**src/rtl/alu_cmd_issuer_if.sv**
```systemverilog
// Host-side command/response channels of the ALU command issuer.
// The host drives commands and accepts responses; the issuer is the slave.
interface alu_cmd_issuer_if #(
    parameter int WIDTH = 16,
    parameter int OP_W  = 3
);
    logic             cmd_valid;
    logic             cmd_ready;
    logic [WIDTH-1:0] cmd_a;
    logic [WIDTH-1:0] cmd_b;
    logic [OP_W-1:0]  cmd_op;
    logic             rsp_valid;
    logic             rsp_ready;
    logic [WIDTH-1:0] rsp_data;
    logic [OP_W-1:0]  rsp_op;

    modport master (
        output cmd_valid, cmd_a, cmd_b, cmd_op, rsp_ready,
        input  cmd_ready, rsp_valid, rsp_data, rsp_op
    );

    modport slave (
        input  cmd_valid, cmd_a, cmd_b, cmd_op, rsp_ready,
        output cmd_ready, rsp_valid, rsp_data, rsp_op
    );
endinterface

```
**src/rtl/alu_cmd_issuer.sv**
```systemverilog
// Front end for the registered-operand ALU: buffers host commands, drives
// operands one cycle ahead of the opcode, and queues results for the host.
module alu_cmd_issuer #(
    parameter int WIDTH     = 16,
    parameter int OP_W      = 3,
    parameter int CMD_DEPTH = 4,
    parameter int RSP_DEPTH = 2
) (
    input  logic             clk,
    input  logic             rst_n,
    alu_cmd_issuer_if.slave  host,
    output logic [WIDTH-1:0] alu_a,
    output logic [WIDTH-1:0] alu_b,
    output logic [OP_W-1:0]  alu_op,
    input  logic [WIDTH-1:0] alu_out,
    output logic             busy
);
    localparam int CPW = $clog2(CMD_DEPTH);
    localparam int RPW = (RSP_DEPTH > 1) ? $clog2(RSP_DEPTH) : 1;
    localparam int RCW = $clog2(RSP_DEPTH + 1);

    typedef struct packed {
        logic [WIDTH-1:0] a;
        logic [WIDTH-1:0] b;
        logic [OP_W-1:0]  op;
    } cmd_t;

    typedef struct packed {
        logic [WIDTH-1:0] data;
        logic [OP_W-1:0]  op;
    } rsp_t;

    cmd_t           cmd_mem_q [CMD_DEPTH];
    logic [CPW-1:0] cmd_wr_q, cmd_rd_q;
    logic [CPW:0]   cmd_cnt_q, cmd_cnt_d;

    rsp_t           rsp_mem_q [RSP_DEPTH];
    logic [RPW-1:0] rsp_wr_q, rsp_rd_q;
    logic [RCW-1:0] rsp_cnt_q, rsp_cnt_d;

    logic            s1_valid_q;
    logic [OP_W-1:0] op_q;

    logic         cmd_empty, cmd_push, issue, rsp_push, rsp_pop;
    logic [RCW:0] rsp_occ;
    cmd_t         head;

    assign cmd_empty      = (cmd_cnt_q == '0);
    assign host.cmd_ready = (cmd_cnt_q != (CPW+1)'(CMD_DEPTH));
    assign cmd_push       = host.cmd_valid & host.cmd_ready;
    assign head           = cmd_mem_q[cmd_rd_q];

    assign host.rsp_valid = (rsp_cnt_q != '0);
    assign host.rsp_data  = rsp_mem_q[rsp_rd_q].data;
    assign host.rsp_op    = rsp_mem_q[rsp_rd_q].op;
    assign rsp_pop        = host.rsp_valid & host.rsp_ready;
    assign rsp_push       = s1_valid_q;

    // Slots that will be taken after this edge if nothing new issues: a result
    // in flight always lands next edge, so it must already own a slot.
    assign rsp_occ = (RCW+1)'(rsp_cnt_q) + (RCW+1)'(s1_valid_q) - (RCW+1)'(rsp_pop);
    assign issue   = !cmd_empty && (rsp_occ < (RCW+1)'(RSP_DEPTH));

    // Operands follow the FIFO head; the ALU samples them every edge and the
    // opcode register supplies the matching op one cycle later.
    assign alu_a  = cmd_empty ? '0 : head.a;
    assign alu_b  = cmd_empty ? '0 : head.b;
    assign alu_op = op_q;
    assign busy   = !cmd_empty | s1_valid_q | host.rsp_valid;

    // Command FIFO occupancy next state.
    always_comb begin
        cmd_cnt_d = cmd_cnt_q;
        case ({cmd_push, issue})
            2'b10:   cmd_cnt_d = cmd_cnt_q + 1'b1;
            2'b01:   cmd_cnt_d = cmd_cnt_q - 1'b1;
            default: cmd_cnt_d = cmd_cnt_q;
        endcase
    end

    // Response buffer occupancy next state.
    always_comb begin
        rsp_cnt_d = rsp_cnt_q;
        case ({rsp_push, rsp_pop})
            2'b10:   rsp_cnt_d = rsp_cnt_q + 1'b1;
            2'b01:   rsp_cnt_d = rsp_cnt_q - 1'b1;
            default: rsp_cnt_d = rsp_cnt_q;
        endcase
    end

    // Control state: pointers, counts, issue stage.
    always_ff @(posedge clk or negedge rst_n) begin
        if (!rst_n) begin
            cmd_wr_q   <= '0;
            cmd_rd_q   <= '0;
            cmd_cnt_q  <= '0;
            rsp_wr_q   <= '0;
            rsp_rd_q   <= '0;
            rsp_cnt_q  <= '0;
            s1_valid_q <= 1'b0;
            op_q       <= '0;
        end else begin
            cmd_cnt_q  <= cmd_cnt_d;
            rsp_cnt_q  <= rsp_cnt_d;
            s1_valid_q <= issue;
            if (cmd_push) cmd_wr_q <= cmd_wr_q + 1'b1;
            if (issue) begin
                cmd_rd_q <= cmd_rd_q + 1'b1;
                op_q     <= head.op;
            end
            if (rsp_push)
                rsp_wr_q <= (rsp_wr_q == RPW'(RSP_DEPTH-1)) ? '0 : rsp_wr_q + RPW'(1);
            if (rsp_pop)
                rsp_rd_q <= (rsp_rd_q == RPW'(RSP_DEPTH-1)) ? '0 : rsp_rd_q + RPW'(1);
        end
    end

    // Storage arrays need no reset: validity is tracked by the counts.
    always_ff @(posedge clk) begin
        if (cmd_push) cmd_mem_q[cmd_wr_q] <= {host.cmd_a, host.cmd_b, host.cmd_op};
        if (rsp_push) rsp_mem_q[rsp_wr_q] <= {alu_out, op_q};
    end

    // The issue rule reserves a slot for every in-flight result.
    a_no_rsp_overflow: assert property (@(posedge clk) disable iff (!rst_n)
        !(rsp_push && !rsp_pop && rsp_cnt_q == RCW'(RSP_DEPTH)));
endmodule

```
**src/flat_wrapper.sv**
```systemverilog
// flat-port wrapper written by rule: the top's interface ports become plain ports
module alu_cmd_issuer_flat 
#(
    parameter int WIDTH     = 16,
    parameter int OP_W      = 3,
    parameter int CMD_DEPTH = 4,
    parameter int RSP_DEPTH = 2
)
  (clk, rst_n, alu_a, alu_b, alu_op, alu_out, busy, host_cmd_valid, host_cmd_a, host_cmd_b, host_cmd_op, host_rsp_ready, host_cmd_ready, host_rsp_valid, host_rsp_data, host_rsp_op);
  alu_cmd_issuer_if #(.WIDTH(WIDTH), .OP_W(OP_W)) host_i ();
  input  logic clk;
  input  logic rst_n;
  output logic [WIDTH-1:0] alu_a;
  output logic [WIDTH-1:0] alu_b;
  output logic [OP_W-1:0] alu_op;
  input  logic [WIDTH-1:0] alu_out;
  output logic busy;
  input wire logic [$bits(host_i.cmd_valid)-1:0] host_cmd_valid;
  input wire logic [$bits(host_i.cmd_a)-1:0] host_cmd_a;
  input wire logic [$bits(host_i.cmd_b)-1:0] host_cmd_b;
  input wire logic [$bits(host_i.cmd_op)-1:0] host_cmd_op;
  input wire logic [$bits(host_i.rsp_ready)-1:0] host_rsp_ready;
  output wire logic [$bits(host_i.cmd_ready)-1:0] host_cmd_ready;
  output wire logic [$bits(host_i.rsp_valid)-1:0] host_rsp_valid;
  output wire logic [$bits(host_i.rsp_data)-1:0] host_rsp_data;
  output wire logic [$bits(host_i.rsp_op)-1:0] host_rsp_op;
  assign host_i.cmd_valid = host_cmd_valid;
  assign host_i.cmd_a = host_cmd_a;
  assign host_i.cmd_b = host_cmd_b;
  assign host_i.cmd_op = host_cmd_op;
  assign host_i.rsp_ready = host_rsp_ready;
  assign host_cmd_ready = host_i.cmd_ready;
  assign host_rsp_valid = host_i.rsp_valid;
  assign host_rsp_data = host_i.rsp_data;
  assign host_rsp_op = host_i.rsp_op;
  alu_cmd_issuer #(.WIDTH(WIDTH), .OP_W(OP_W), .CMD_DEPTH(CMD_DEPTH), .RSP_DEPTH(RSP_DEPTH)) u_core (.clk(clk), .rst_n(rst_n), .host(host_i), .alu_a(alu_a), .alu_b(alu_b), .alu_op(alu_op), .alu_out(alu_out), .busy(busy));
endmodule
```
**config.mk**
```make
export PLATFORM = sky130hd
export DESIGN_NAME = alu_cmd_issuer_flat
export DESIGN_NICKNAME = d
export VERILOG_FILES = /design/src/rtl/alu_cmd_issuer_if.sv /design/src/rtl/alu_cmd_issuer.sv /design/src/flat_wrapper.sv
export SDC_FILE = /design/constraint.sdc
export NUM_CORES = 1
export LEC_CHECK = 0
export BUFFER_PORTS_ARGS = -buffer_cell sky130_fd_sc_hd__buf_4
export CAP_MARGIN = 25
export CELL_PAD_IN_SITES_DETAIL_PLACEMENT = 0
export CELL_PAD_IN_SITES_GLOBAL_PLACEMENT = 2
export CORE_ASPECT_RATIO = 0.9
export CORE_MARGIN = 2
export CORE_UTILIZATION = 25
export CTS_CLUSTER_DIAMETER = 40
export CTS_CLUSTER_SIZE = 40
export DETAILED_ROUTE_END_ITERATION = 10
export PLACE_DENSITY = 0.58
export SLEW_MARGIN = 10
export SYNTH_ARGS = -nofsm -noshare
export SYNTH_HDL_FRONTEND = slang
export SYNTH_SLANG_ARGS = --single-unit
```
**constraint.sdc**
```tcl
create_clock -name clk -period 3.4 [get_ports clk]
set_input_delay 1.02 -clock clk [delete_from_list [all_inputs] [get_ports clk]]
set_output_delay 1.02 -clock clk [all_outputs]
set_load 0.02 [all_outputs]
```
### Word-level counts from Yosys, hierarchy flattened

Memory sizes are Yosys's and may differ from the RTL's.
Cells that the tools add are included.

| word-level totals | value |
|---|---|
| register bits after elaboration | 15 |
| bits in latches | 0 |
| bits in writable memories | 178 |
| bits in read-only memories | 0 |
| bits of input ports | 55 |
| output and inout port bits | 57 |
| logic and storage cells | 46 |
| memories kept | 2 |

| cells by class | value |
|---|---|
| add/sub/neg operators | 10 |
| $mul | 0 |
| divide/modulo/power cells | 0 |
| order comparisons | 1 |
| eq/ne operators | 5 |
| shifts and indexed selects | 0 |
| muxes and demuxes | 10 |
| bitwise operators | 4 |
| reductions and logical operators | 6 |

Memories:

| memory | words | width | rd ports | clocked after Yosys merged registers in | wr ports | line | text |
|---|---|---|---|---|---|---|---|
| u_core.cmd_mem_q | 4 | 35 | 1 | 0 | 1 | alu_cmd_issuer.sv:33 | `cmd_t cmd_mem_q [CMD_DEPTH];` |
| u_core.rsp_mem_q | 2 | 19 | 1 | 0 | 1 | alu_cmd_issuer.sv:37 | `rsp_t rsp_mem_q [RSP_DEPTH];` |

Operators by type and width:

| operator | count |
|---|---|
| $mux 16 | 2 |
| $add 2x1->2 const B | 3 |
| $mux 1 | 6 |
| $pmux 3 s2 | 1 |
| $reduce_bool 2->1 | 3 |
| $eq 2x1->1 const B | 2 |
| $eq 2x2->1 const B | 2 |
| $pmux 2 s2 | 1 |
| $add 2x1->3 | 1 |
| $add 3x1->3 const B | 1 |
| $logic_not 3->1 | 1 |
| $lt 3x2->1 const B | 1 |
| $ne 3x3->1 const B | 1 |
| $sub 3x1->3 | 1 |
| $sub 3x1->3 const B | 1 |
| $add 1x1->1 const B | 2 |
| $and 1x1->1 | 2 |
| $or 1x1->1 | 2 |
| $sub 2x1->2 const B | 1 |
| $logic_and 1x1->1 | 1 |
| $logic_not 1->1 | 1 |

### Longest topological paths before layout

| depth | value |
|---|---|
| word-level depth | 7 |
| gate-level depth with buffers | 12 |
| depth with buffers taken out | 12 |

### Worst setup path after synthesis

Ideal clock, no wire load.

| timing | value |
|---|---|
| path kind | in2reg |
| start | input host_rsp_ready |
| end | register u_core.cmd_cnt_q[2] |
| setup time | 0.079 ns |
| arrival time | 3.349 ns |
| data required time | 3.321 ns |
| setup slack | -0.028 ns |
| stages | 12 |
| buffers on the path | 0 |
| cell sequence | and3b_1 > a21oi_1 > nand2b_1 > fa_1 > xor2_1 > nor3b_2 > ha_1 > inv_1 > fa_1 > xor2_1 > nor2_1 > xor2_1 |

| on the way | value |
|---|---|
| word-level cells in the longest chain between the ends | 6 |
| elaborated cells on any way between the ends | 8 |
| those cells by class | add/sub: 1; order compare: 1; eq/ne: 2; mux: 1; bitwise: 1; reduce/logical: 2 |

Ends and longest elaborated chain:

| what | line | text |
|---|---|---|
| start: declaration | flat_wrapper.sv:22 | `input wire logic [$bits(host_i.rsp_ready)-1:0] host_rsp_ready;` |
| $and 1x1->1 * | alu_cmd_issuer.sv:56 | `assign rsp_pop = host.rsp_valid & host.rsp_ready;` |
| $sub 3x1->3 * | alu_cmd_issuer.sv:61 | `assign rsp_occ = (RCW+1)'(rsp_cnt_q) + (RCW+1)'(s1_valid_q) - (RCW+1)'(rsp_pop);` |
| $lt 3x2->1 * | alu_cmd_issuer.sv:62 | `assign issue = !cmd_empty && (rsp_occ < (RCW+1)'(RSP_DEPTH));` |
| $logic_and 1x1->1 * | alu_cmd_issuer.sv:62 |  |
| named net u_core.issue | alu_cmd_issuer.sv:44 | `logic cmd_empty, cmd_push, issue, rsp_push, rsp_pop;` |
| $eq 2x1->1 / $eq 2x2->1 (equally long branches) | alu_cmd_issuer.sv:74 | `case ({cmd_push, issue})` |
| $pmux 3 s2 / $reduce_bool 2->1 (equally long branches) | n/a |  |
| end signal: assignment | alu_cmd_issuer.sv:103 | `cmd_cnt_q <= cmd_cnt_d;` |
| end: declaration | alu_cmd_issuer.sv:35 | `logic [CPW:0] cmd_cnt_q, cmd_cnt_d;` |

The timed path passes the listed nets; every way through them passes the cells marked *.
A chain may end at the register's enable or synchronous reset.

### Worst setup path in the final report

| timing | value |
|---|---|
| start | register u_core.cmd_rd_q[0] |
| end | output alu_a[1] |

| on the way | value |
|---|---|
| word-level cells in the longest chain between the ends | 2 |

Ends and longest elaborated chain:

| what | line | text |
|---|---|---|
| start: declaration | alu_cmd_issuer.sv:34 | `logic [CPW-1:0] cmd_wr_q, cmd_rd_q;` |
| start signal: assignment | alu_cmd_issuer.sv:108 | `cmd_rd_q <= cmd_rd_q + 1'b1;` |
| $mem_v2 4x35 | n/a |  |
| $mux 16 | alu_cmd_issuer.sv:66 | `assign alu_a = cmd_empty ? '0 : head.a;` |
| end: declaration | flat_wrapper.sv:13 | `output logic [WIDTH-1:0] alu_a;` |

Every way passes these cells.

==> run metrics <==
status=finished clean; HPWL Detailed=9.82 mm; n_diodes=0; worst IR drop on VDD=442 uV; Hold Vio Cnt, Final=0; Primary FF master, synth=edfxtp_1; flip-flop and latch count after synthesis=193; area inside the core boundary=0.0291 sq mm; list of cells traversed by the critical path=buf_12, mux4_2, nor2b_1, buf_4; unrepaired setup endpoints after global routing=false; Rows=59; post-layout instance area=0.00952 sq mm; largest driver fanout on the critical path=37; I/O pin total=112; hold slack=440 ps; Clk Tree Root Cell=clkbuf_16; detailed-route wire length per cell=17.2 um; Tot Pwr=9.19 mW; path type of the worst setup path=flop to primary output; cell type with the highest aggregate area in the netlist=edfxtp_1; Tmin final=3030 ps; initial core utilization=25.6%; worst hold-check path type=input port to async pin; Critical Path Slowest Stage Cell=mux4_2; Vert. Die Dim=168 um; number of antenna violations at the first check in global routing=0; final core utilization=32.7%; Synthesis Warnings=0; main area contributors after synthesis=edfxtp_1, mux4_2, dfrtp_1; average size of a mapped cell=21.5 sq um; TritonCTS clock tree=done; required time of the critical path=2380 ps; NumNets Final=538; CP peak stage delay=540 ps; depth of the CTS H-tree=4; overall fraction of global-route tracks in use=10.2%; share of cells above drive strength 1=46.8%; fraction of the mapped netlist area in compound gates=0.202%; Max Root-Sink Buffers=2; # hold bufs at CTS=0; mux contribution to synthesized area=14.2%; Setup Buffers After CTS=0; sequential cell area=0.00572 sq mm; Final GP Congestion=0.703; count of routing violations after the opening detailed-route iteration=178; first-pass GRT wire length=23.3 mm; number of maximum-capacitance violations=0; transition time of the tightest slew-check pin=912 ps; number of gates resized after cts=0; top-count cell post-synth=edfxtp_1; maximum number of pins on one net before global-route repair=38; logic depth of the worst setup path including buffers=4; Leak=3.35 nW; later-pin clock latency in the skew report=430 ps; relative max-transition margin=39.1%; clock transition at the registers of the reported paths=70 ps; TritonCTS buffer count=17; count of cells along the worst register-to-register path=12; Worst Setup Slack, final=368 ps; achievable frequency=330 MHz; placed cell area=0.00889 sq mm; xor and xnor area share after synthesis=1.18%; post-synth top area share=71.7%; EDFF count, synth=178; combinational family with the most area after synthesis=multiplexers; Final Max Slew Viols=0; number of cells produced by synthesis=347; die outline width=186 um; dpl ws=2.86 ps; Critical Path Sink Type=primary output; vias post-DR=3559; synthesis-to-layout area growth=27.7%; number of search-and-repair iterations in the first detailed-routing pass=4; average via count per standard cell=4.02; cell type group with the largest total delay on the critical path=multiplexers; DRC violations left=0; sum of negative setup slack=0 ps; total placed cells including tap cells=853; startpoint types=flop; post-synthesis share of cell area spent on and, or, nand and nor gates=4.70%; endpoints failing setup=0; Layout fillers=2817; number of global-route vias before repair=3956; Mapped Area=0.00745 sq mm; Clock Sinks=193; most used standard cells in the synthesized netlist=edfxtp_1, mux4_2, nor2b_1; ratio of total power to cell area=965 mW/mm^2; number of input and output port buffers inserted=111; die footprint=0.0312 sq mm; Clock Skews=8.31 ps; number of buffer and inverter stages on the critical path=2; post-synthesis net count=409; adder and majority cell fraction of the synthesized area=1.38%; non-filler instance count after layout=885; area of the multi-input gates=0.00164 sq mm; Async S/R FF share, synth=7.77%; residual antenna-violating net count after detailed routing=0; post-synthesis cell type count=29; Final Routed Wirelength=15.2 mm; share of synthesized area occupied by flip-flops and latches=76.8%; GRT Residual Overflow=0; part of the cycle the worst path needs=89.2%; worst endpoint data arrival time=2010 ps
where the power goes:
group          internal, mW  switching (mW)
combinational          1.71            1.94
clock                  1.12           0.932
sequential             3.26           0.222
total                  6.09            3.10
registers in the layout, indices dropped and copies added (netlist names):
signal	cells
u_core.cmd_mem_q	140
u_core.rsp_mem_q	38
u_core.alu_op	3
u_core.cmd_cnt_q	3
u_core.cmd_rd_q	2
u_core.cmd_wr_q	2
u_core.rsp_cnt_q	2
u_core.rsp_push	1
u_core.rsp_rd_q	1
u_core.rsp_wr_q	1
path summary, 6_finish.rpt:
check	from	endpoint	slack, ps
setup / recovery	u_core.cmd_rd_q[0]	alu_a[1]	370
hold / removal	rst_n	u_core.rsp_rd_q	440
setup reg to reg	u_core.rsp_cnt_q[1]	u_core.cmd_cnt_q[2]	630
hold reg to reg	u_core.rsp_wr_q	u_core.rsp_wr_q	480
max in group asynchronous	rst_n	u_core.cmd_rd_q[0]	2760
min in group clk	u_core.rsp_wr_q	u_core.rsp_wr_q	480
worst register-to-register path, delay by kind of cell, from the launching register on:
kind | cells | cell delay [ps]
adder cells (fa/ha/maj) | 3 | 900
AND/OR/NAND/NOR | 4 | 730
XOR/XNOR | 3 | 480
flip-flops | 1 | 480
AO/OA/AOI/OAI | 1 | 50
buffers and inverters | 1 | 50
cell type report:
type,instances,area share [%]
tap,396,5.21
inverter,7,0.276
sequential,193,60.1
clock inverter,15,2.10
multi-input combinational,133,17.2
timing repair buffer,124,10.6
clock buffer,17,4.47
kinds of logic (layout without fill, tap and decap cells):
kind of cell | after synthesis | after routing
AND/OR/NAND/NOR | 54 | 54
adder cells (fa/ha/maj) | 7 | 7
buffers and inverters | 21 | 163
flip-flops | 193 | 193
multiplexers | 59 | 59
AO/OA/AOI/OAI | 3 | 3
XOR/XNOR | 10 | 10
placed cells by master, fill, tap and decap left out, drive strengths merged, types with 5 or more instances in the layout:
cell	instances
ha	5
dfrtp	15
xor2	6
clkinv	8
nor2b	33
edfxtp	178
mux4	35
mux2	23
buf	124
inv	11
clkbuf	17
per-layer routing:
metal  vias to the layer above  part of all wire [%]  global-route usage (%)  routed length, um
met5                         -                     0                       0                  0
met4                         0                   1.3                    3.59                195
met3                        15                   6.8                    3.81               1040
met2                        91                    49                    16.9               7510
met1                      1824                    43                    12.1               6470
li1                       1629                     -                       -                  -
(Power assumes the default switching activity.)
